<file path="src/rtl/lsu_mem_ctrl_pkg.sv">
// Shared types and constants for the load/store port sequencer of the unified RAM.
package lsu_mem_ctrl_pkg;
  localparam int cXLEN     = 32;
  localparam int cRamDepth = 1024;
  localparam int cAW       = $clog2(cRamDepth);

  typedef enum logic [1:0] {
    szByte    = 2'b00,
    szHalf    = 2'b01,
    szWord    = 2'b10,
    szIllegal = 2'b11
  } tLsSize;

  typedef struct packed {
    logic             write;
    tLsSize           size;
    logic             is_unsigned;
    logic [cXLEN-1:0] addr;
    logic [cXLEN-1:0] data;
  } tLsReq;

  typedef enum logic [2:0] {
    sIdle,
    sIssue,
    sLdData,
    sRmwData,
    sRmwWrite
  } tLsState;

  // Natural alignment: halves on even bytes, words on multiples of four.
  function automatic logic ls_misaligned(tLsSize size, logic [1:0] addr_lo);
    case (size)
      szHalf:    return addr_lo[0];
      szWord:    return addr_lo != 2'b00;
      szIllegal: return 1'b1;
      default:   return 1'b0;
    endcase
  endfunction
endpackage

</file>
<file path="src/rtl/lsu_mem_ctrl_align.sv">
// Lane steering for the load/store port: load extract/extend and store lane merge.
module lsu_align
  import lsu_mem_ctrl_pkg::*;
(
  input  logic [cXLEN-1:0] word,
  input  logic [1:0]       addr_lo,
  input  tLsSize           size,
  input  logic             is_unsigned,
  input  logic [cXLEN-1:0] store_data,
  output logic [cXLEN-1:0] load_data,
  output logic [cXLEN-1:0] merged_data
);
  localparam int cLanes = cXLEN / 8;

  logic [cXLEN-1:0]  shifted;
  logic [cLanes-1:0] lane_en;
  logic [cXLEN-1:0]  store_rep;

  // Legal halves have addr_lo[0]==0, so one byte-granular shift serves all sizes.
  assign shifted = word >> {addr_lo, 3'b000};

  always_comb begin
    load_data = shifted;
    case (size)
      szByte:  load_data = {{(cXLEN-8){~is_unsigned & shifted[7]}}, shifted[7:0]};
      szHalf:  load_data = {{(cXLEN-16){~is_unsigned & shifted[15]}}, shifted[15:0]};
      default: load_data = shifted;
    endcase
  end

  always_comb begin
    lane_en   = '1;
    store_rep = store_data;
    case (size)
      szByte: begin
        lane_en   = cLanes'(1) << addr_lo;
        store_rep = {cLanes{store_data[7:0]}};
      end
      szHalf: begin
        lane_en   = cLanes'(2'b11) << {addr_lo[1], 1'b0};
        store_rep = {(cLanes/2){store_data[15:0]}};
      end
      default: ;
    endcase
  end

  for (genvar gi = 0; gi < cLanes; gi++) begin : g_lane
    assign merged_data[gi*8 +: 8] = lane_en[gi] ? store_rep[gi*8 +: 8] : word[gi*8 +: 8];
  end
endmodule

</file>
<file path="src/rtl/lsu_mem_ctrl.sv">
// Load/store sequencer for RAM port B: one request at a time, RMW for sub-word stores.
module lsu_mem_ctrl
  import lsu_mem_ctrl_pkg::*;
(
  input  logic             iClk,
  input  logic             iRst,
  input  logic             iReqValid,
  output logic             oReqReady,
  input  logic             iReqWrite,
  input  logic [1:0]       iReqSize,
  input  logic             iReqUnsigned,
  input  logic [cXLEN-1:0] iReqAddr,
  input  logic [cXLEN-1:0] iReqData,
  output logic             oRespValid,
  output logic [cXLEN-1:0] oRespData,
  output logic             oMisalign,
  output logic             oRamEn,
  output logic             oRamWEn,
  output logic [cAW-1:0]   oRamAddr,
  output logic [cXLEN-1:0] oRamData,
  input  logic [cXLEN-1:0] iRamData
);
  tLsState          state_reg, state_next;
  tLsReq            req_reg, req_next;
  logic             ram_en_reg, ram_en_next;
  logic             ram_wen_reg, ram_wen_next;
  logic [cAW-1:0]   ram_addr_reg, ram_addr_next;
  logic [cXLEN-1:0] ram_data_reg, ram_data_next;
  logic             resp_valid_reg, resp_valid_next;
  logic [cXLEN-1:0] resp_data_reg, resp_data_next;
  logic             misalign_reg, misalign_next;
  logic [cXLEN-1:0] load_data, merged_data;
  logic             accept;
  tLsSize           in_size;
  logic             addr_unused;

  assign in_size     = tLsSize'(iReqSize);
  assign oReqReady   = (state_reg == sIdle) && iRst;
  assign accept      = iReqValid && oReqReady;
  assign addr_unused = ^req_reg.addr[cXLEN-1:2];

  lsu_align u_align (
    .word        (iRamData),
    .addr_lo     (req_reg.addr[1:0]),
    .size        (req_reg.size),
    .is_unsigned (req_reg.is_unsigned),
    .store_data  (req_reg.data),
    .load_data   (load_data),
    .merged_data (merged_data)
  );

  always_comb begin
    state_next      = state_reg;
    req_next        = req_reg;
    ram_en_next     = 1'b0;
    ram_wen_next    = 1'b0;
    ram_addr_next   = ram_addr_reg;
    ram_data_next   = ram_data_reg;
    resp_valid_next = 1'b0;
    resp_data_next  = resp_data_reg;
    misalign_next   = 1'b0;
    case (state_reg)
      sIdle: begin
        if (accept) begin
          if (ls_misaligned(in_size, iReqAddr[1:0])) begin
            misalign_next = 1'b1;
          end else begin
            req_next      = '{write: iReqWrite, size: in_size, is_unsigned: iReqUnsigned,
                              addr: iReqAddr, data: iReqData};
            state_next    = sIssue;
            // RAM signals are registered here so they are live throughout sIssue.
            ram_en_next   = 1'b1;
            ram_wen_next  = iReqWrite && (in_size == szWord);
            ram_addr_next = iReqAddr[cAW+1:2];
            if (iReqWrite && (in_size == szWord)) ram_data_next = iReqData;
          end
        end
      end
      sIssue: begin
        if (!req_reg.write)             state_next = sLdData;
        else if (req_reg.size == szWord) state_next = sIdle;
        else                            state_next = sRmwData;
      end
      sLdData: begin
        resp_data_next  = load_data;
        resp_valid_next = 1'b1;
        state_next      = sIdle;
      end
      sRmwData: begin
        ram_en_next   = 1'b1;
        ram_wen_next  = 1'b1;
        ram_data_next = merged_data;
        state_next    = sRmwWrite;
      end
      sRmwWrite: state_next = sIdle;
      default:   state_next = sIdle;
    endcase
  end

  always_ff @(posedge iClk) begin
    if (!iRst) begin
      state_reg      <= sIdle;
      req_reg        <= '0;
      ram_en_reg     <= 1'b0;
      ram_wen_reg    <= 1'b0;
      ram_addr_reg   <= '0;
      ram_data_reg   <= '0;
      resp_valid_reg <= 1'b0;
      resp_data_reg  <= '0;
      misalign_reg   <= 1'b0;
    end else begin
      state_reg      <= state_next;
      req_reg        <= req_next;
      ram_en_reg     <= ram_en_next;
      ram_wen_reg    <= ram_wen_next;
      ram_addr_reg   <= ram_addr_next;
      ram_data_reg   <= ram_data_next;
      resp_valid_reg <= resp_valid_next;
      resp_data_reg  <= resp_data_next;
      misalign_reg   <= misalign_next;
    end
  end

  assign oRamEn     = ram_en_reg;
  assign oRamWEn    = ram_wen_reg;
  assign oRamAddr   = ram_addr_reg;
  assign oRamData   = ram_data_reg;
  assign oRespValid = resp_valid_reg;
  assign oRespData  = resp_data_reg;
  assign oMisalign  = misalign_reg;
endmodule

</file>
<file path="config.mk">
export PLATFORM = sky130hd
export DESIGN_NAME = lsu_mem_ctrl
export DESIGN_NICKNAME = d
export VERILOG_FILES = /design/src/rtl/lsu_mem_ctrl_pkg.sv /design/src/rtl/lsu_mem_ctrl_align.sv /design/src/rtl/lsu_mem_ctrl.sv
export SDC_FILE = /design/constraint.sdc
export NUM_CORES = 1
export LEC_CHECK = 0
export CAP_MARGIN = 5
export CORE_ASPECT_RATIO = 0.7
export CORE_MARGIN = 3
export CORE_UTILIZATION = 50
export CTS_CLUSTER_SIZE = 25
export DETAILED_ROUTE_END_ITERATION = 16
export PLACE_DENSITY = 0.83
export SETUP_SLACK_MARGIN = 0.3
export SLEW_MARGIN = 20
export SYNTH_ARGS = -nofsm -noshare
export SYNTH_HDL_FRONTEND = slang
export SYNTH_SLANG_ARGS = --single-unit
</file>
<file path="constraint.sdc">
create_clock -name iClk -period 3.6 [get_ports iClk]
set_input_delay 0.72 -clock iClk [delete_from_list [all_inputs] [get_ports iClk]]
set_output_delay 0.72 -clock iClk [all_outputs]
set_load 0.01 [all_outputs]
</file>
==> results of run 1 <==
-- per-stage QoR --
| stage | worst slack (ns) | utilization [%] | std cells | hold slack (ns) | cell area, um^2 |
|---|---|---|---|---|---|
| floorplan | 1.51 | - | 704 | 0.436 | 5720 |
| global placement | 0.579 | 66.3 | 973 | 0.441 | 7350 |
| detailed placement | 0.500 | 66.3 | 973 | 0.445 | 7350 |
| CTS | 0.579 | 71.4 | 1005 | 0.453 | 7920 |
| global route | 0.507 | 71.4 | 1005 | 0.469 | 7920 |
| finish | 0.582 | 71.4 | 1005 | 0.455 | 7920 |
-- layer usage --
| layer | track usage, % | part of all wire [%] | wire, um |
|---|---|---|---|
| met1 | 43.0 | 44 | 8690 |
| met2 | 46.6 | 42 | 8410 |
| met3 | 10.1 | 11 | 2260 |
| met4 | 11.6 | 2.8 | 564 |
| met5 | 0 | 0 | 0 |
-- cell usage in the layout (no fill, tap or decap), types with 2 or more instances in the layout --
cell type / instances
o211ai_1: 17
o21a_1: 8
mux2_2: 8
nor4_1: 3
a22o_1: 8
buf_4: 12
a311oi_1: 8
o211a_1: 2
o32ai_1: 8
and3_1: 8
clkinvlp_4: 3
clkinv_1: 3
nor2_1: 33
clkinv_4: 4
o21ai_0: 32
a21oi_1: 99
nor3_1: 10
nand2_1: 150
a221oi_1: 16
nand3_1: 9
or3b_2: 2
o221ai_1: 8
mux2i_1: 26
clkinv_2: 4
dfxtp_1: 119
nor4_2: 5
o2bb2ai_1: 8
inv_6: 2
clkdlybuf4s50_1: 161
nor2b_1: 10
nand2b_1: 10
clkbuf_16: 17
and2_1: 8
a211oi_1: 8
-- logic make-up (layout without fill, tap and decap cells) --
family / after synthesis / count (layout) / share of synthesized area (%)
compound gates: 226 / 226 / 25.2
xor+xnor: 1 / 1 / 0.153
buf+inv: 63 / 211 / 5.38
flops: 119 / 119 / 41.6
mux: 35 / 35 / 6.51
simple gates: 260 / 260 / 21.1
-- final cells by class --
| type | count | area (um^2) |
|---|---|---|
| repair buffers | 174 | 1720 |
| clock inverters | 14 | 125 |
| well taps | 153 | 191 |
| clock buffers | 18 | 439 |
| fillers | 868 | 3170 |
| flip-flops and latches | 119 | 2380 |
| inverters | 5 | 18.8 |
| multi-input cells | 522 | 3040 |
-- worst max path at each step --
stage / end / cells past startpoint
floorplan: oReqReady / 4
global placement: oReqReady / 5
detailed placement: oRamData[1]$_SDFFE_PN0P_ / 6
CTS: oReqReady / 5
global route: oReqReady / 5
finish: oReqReady / 5
-- critical path, stage by stage --
cell and delay [ns]:
clkdlybuf4s50_1 0.50, inv_2 0.05, or3_1 0.33, nor2_1 0.13, clkdlybuf4s50_1 0.57
-- report_power, final --
group	switching, mW	internal [mW]
clock network	0.637	0.968
registers	0.0238	1.35
logic	0.201	0.179
==> results.sh, run 1 <==
export IMPL_status="finished clean"
export IMPL_yosysSeqAreaShare_pct=41.6
export IMPL_grt_max_degree=76
export IMPL_power_mw=3.36
export IMPL_fin_crit_ns=3.02
export IMPL_cp_end_kind="output port"
export IMPL_nets=942
export IMPL_clk_path_buf_depth=2
export IMPL_setup_violations=0
export IMPL_cts_sinks=119
export IMPL_largest_reg_flops=38
export IMPL_routed_wl_mm=19.9
export IMPL_drt_initial_drc_count=435
export IMPL_fin_tns_setup_ns=0
export IMPL_path_max_fanout=2
export IMPL_gp_congestion=0.930
export IMPL_cts_setup_buffers=0
export IMPL_critPathLaunch="iRst"
export IMPL_drive_above_1_share_pct=7.98
export IMPL_maxSlewViolCount=0
export IMPL_core_area_um2=11100
export IMPL_cts_tree="built"
export IMPL_synth_warnings=0
export IMPL_h_tree_depth=4
export IMPL_hold_end="oRamAddr[1]$_SDFFE_PN0P_"
export IMPL_area_growth_pct=38.3
export IMPL_grt_overflow=0
export IMPL_synth_flop_cell="dfxtp_1"
export IMPL_ys_async_sr_fraction_pct=0
export IMPL_fp_row_count=32
export IMPL_synth_avg_cell_area_um2=8.13
export IMPL_ys_top_cells_by_count="150 x nand2_1, 119 x dfxtp_1, 99 x a21oi_1"
export IMPL_drc=0
export IMPL_synth_edf_count=0
export IMPL_holdBufCountCts=0
export IMPL_cts_resized=0
export IMPL_worstPathArrival_ns=2.30
export IMPL_rsz0062_at_grt="false"
export IMPL_relSlewSlack_pct=38.0
export IMPL_clk_pin_slew_ns=0.06
export IMPL_antenna_found_initial=0
export IMPL_die_x_um=134
export IMPL_diodes=0
export IMPL_hold_path_cell_count=2
export IMPL_fp_dieArea_um2=12800
export IMPL_chipHeight_um=95.5
export IMPL_synth_nets=807
export IMPL_synthTopCellsByArea="dfxtp_1 42%, nand2_1 9.8%, a21oi_1 8.7%"
export IMPL_r2r_start="req_reg[65]$_SDFFE_PN0P_"
export IMPL_peakVddDrop_mv=0.314
export IMPL_yosys_area_top_type="dfxtp_1"
export IMPL_path_class="input pin to output port"
export IMPL_vias_per_cell=6.00
export IMPL_num_vias=6031
export IMPL_dp_hpwl_mm=14.2
export IMPL_clock_fmax_mhz=331
export IMPL_cts_root_buf="clkbuf_16"
export IMPL_max_slew_worst_pin_slew_ns=0.924
export IMPL_reg2reg_to="oRamData[20]$_SDFFE_PN0P_"
export IMPL_cts_inserted_buffers=17
export IMPL_fin_skew_ns=0.00726
export IMPL_hold_class="flop to flop"
export IMPL_globalRouteTotalUtil_pct=31.5
export IMPL_grt_pass1_vias=5901
export IMPL_clk_latency_ns=0.41
export IMPL_power_density_nw_per_um2=424
export IMPL_power_leakage_nw=2.83
export IMPL_synth_seq_cells=119
export IMPL_hold_viol_final=0
export IMPL_synth_cell_types=53
export IMPL_routedWlPerCell_um=19.8
export IMPL_port_buffers=161
export IMPL_synth_most_common_cell="nand2_1"
export IMPL_synthCells=704
export IMPL_netlist_area_um2=5720
export IMPL_ant_nets=0
export IMPL_r2r_slack_ns=1.15
export IMPL_dr_pass1_iters=5
export IMPL_io_pins=182
export IMPL_maxCapViolCount=0
export IMPL_hold_start="oRamAddr[1]$_SDFFE_PN0P_"
export IMPL_required_ns=2.88
export IMPL_initial_utilization_pct=51.6
export IMPL_yosys_area_top_type_share_pct=41.6
export IMPL_finalCritPeriodShare_pct=83.8
export IMPL_start_kind="input pin"
export IMPL_grt_pass1_wl_mm=31.4
export IMPL_worstRegToRegCells=4
Note: power is estimated with default switching activity, not from simulation.
==> run 2, diff against run 1 <==
Settings changed: CORE_UTILIZATION 50 to 47, PLACE_DENSITY 0.83 to 0.79.
Clock period 3.6 ns to 2.95 ns, I/O delays scaled along.
==> run 2 against run 1 <==
- worst hold slack lost 0.00052 ns
- total power grew 37%
- wire length is essentially flat
- non-clock buffer count grew 6
- combinational power grew 23%
- critical path depth is the same
- sequential share of layout area shrank 0.71 points
- critical path type unchanged
- largest cell class unchanged
==> results.sh, run 2 (same netlist as run 1, synthesis figures left out) <==
export IMPL_ant_nets=0
export IMPL_start_kind="input pin"
export IMPL_r2r_slack_ns=0.68
export IMPL_largest_reg_flops=38
export IMPL_fp_row_count=33
export IMPL_fin_ws_ns=0.423
export IMPL_sw_frac_of_total_pct=22.5
export IMPL_final_cell_area_um2=8110
export IMPL_drt_initial_drc_count=594
export IMPL_p_int_mw=3.56
export IMPL_comb_power_share_pct=10.1
export IMPL_diodes=0
export IMPL_reg2reg_to="oRamData[31]$_SDFFE_PN0P_"
export IMPL_gp_congestion=0.949
export IMPL_status="finished clean"
export IMPL_dr_pass1_iters=5
export IMPL_rsz0062_at_grt="false"
export IMPL_clockPowerShare_pct=53.3
export IMPL_grt_pass1_wl_mm=30.8
export IMPL_peakVddDrop_mv=0.430
export IMPL_area_growth_pct=41.6
export IMPL_path_max_fanout=2
export IMPL_routedWlPerCell_um=19.6
export IMPL_fp_dieArea_um2=13600
export IMPL_power_leakage_nw=2.92
export IMPL_required_ns=2.36
export IMPL_cts_sinks=119
export IMPL_antenna_found_initial=0
export IMPL_hold_start="oRamAddr[5]$_SDFFE_PN0P_"
export IMPL_cts_tree="built"
export IMPL_max_slew_worst_pin_slew_ns=0.829
export IMPL_maxSlewViolCount=0
export IMPL_layout_common_cells="160 x clkdlybuf4s50_1, 150 x nand2_1, 119 x dfxtp_1"
export IMPL_nets=948
export IMPL_seqPwrFrac_pct=36.5
export IMPL_setup_violations=0
export IMPL_drc=0
export IMPL_worstPathArrival_ns=1.94
export IMPL_finalCritPeriodShare_pct=85.7
export IMPL_h_tree_depth=4
export IMPL_core_area_um2=11800
export IMPL_clk_latency_ns=0.41
export IMPL_hold_class="flop to flop"
export IMPL_drive_above_1_share_pct=8.39
export IMPL_num_vias=5915
export IMPL_grt_max_degree=76
export IMPL_routed_wl_mm=19.9
export IMPL_dp_hpwl_mm=14.3
export IMPL_io_pins=182
export IMPL_power_density_nw_per_um2=566
export IMPL_die_x_um=138
export IMPL_power_mw=4.59
export IMPL_grt_pass1_vias=5765
export IMPL_path_class="input pin to output port"
export IMPL_placed_cell_area_um2=7420
export IMPL_r2r_start="req_reg[33]$_SDFFE_PN0P_"
export IMPL_hold_end="oRamAddr[5]$_SDFFE_PN0P_"
export IMPL_port_buffers=161
export IMPL_layout_commonest_cell="clkdlybuf4s50_1"
export IMPL_globalRouteTotalUtil_pct=29.1
export IMPL_cts_root_buf="clkbuf_16"
export IMPL_hold_viol_final=0
export IMPL_p_switching_mw=1.03
export IMPL_fin_crit_ns=2.53
export IMPL_fin_tns_setup_ns=0
export IMPL_initial_utilization_pct=48.5
export IMPL_hold_path_cell_count=2
export IMPL_fin_skew_ns=0.00698
export IMPL_grt_overflow=0
export IMPL_maxCapViolCount=0
export IMPL_fillers=962
export IMPL_vias_per_cell=5.83
export IMPL_post_place_ws_ns=0.173
export IMPL_clock_fmax_mhz=396
export IMPL_cts_inserted_buffers=17
export IMPL_clk_path_buf_depth=2
export IMPL_final_core_util_pct=68.7
export IMPL_chipHeight_um=98.3
export IMPL_cp_end_kind="output port"
export IMPL_worstRegToRegCells=5
export IMPL_clk_pin_slew_ns=0.06
export IMPL_relSlewSlack_pct=44.7
## run 2: power by group through the flow
stage	logic [mW]	clock network (mW)	registers (mW)
CTS	0.459	2.45	1.68
detailed placement	0.456	0	1.71
finish	0.466	2.45	1.68
global placement	0.450	0	1.71
global route	0.497	2.55	1.68
floorplan	0.209	0	1.71
## run 2: metrics by stage
stage | hold WS (ns) | cells
CTS | 0.456 | 1015
floorplan | 0.436 | 704
finish | 0.455 | 1015
global route | 0.468 | 1015
detailed placement | 0.448 | 983
global placement | 0.441 | 983
## run 2: area by class of cell
class	instances	area, um^2	share of cell area, %
tap	157	196	2.42
clock buffer	20	447	5.51
clock inverter	12	246	3.04
multi-input combinational	522	3040	37.5
sequential	119	2380	29.4
timing repair buffer	180	1780	21.9
inverter	5	18.8	0.231
## run 2: worst max path at each step
stage                     slack, ns                       end  depth (start not counted)  from
after floorplan                1.12                 oReqReady                          4  iRst
after global placement         0.15                 oReqReady                          5  iRst
after detailed placement       0.17  oRamAddr[7]$_SDFFE_PN0P_                          7  iRst
after CTS                      0.44                 oReqReady                          5  iRst
after global routing           0.39                 oReqReady                          5  iRst
final                          0.42                 oReqReady                          5  iRst
## run 2: critical path, cell delays in order
cell,delay (ns)
clkdlybuf4s50_1,0.54
inv_2,0.06
or3_1,0.33
nor2_1,0.13
dlygate4sd2_1,0.29
## run 2: per-layer routing
layer,wire length (um),vias up,GRT usage [%]
met1,9120,2774,41.8
met2,8620,286,43.2
li1,-,2818,-
met5,0,-,0
met4,376,0,8.12
met3,1830,37,7.52
## run 2: timing repair
item | in CTS | in global routing
hold buffers | 0 | 0
setup endpoints to repair | 1 | 0
resized for setup | 1 | 0
buffers inserted | 0 | 0
endpoints found under the hold margin | 0 | 0
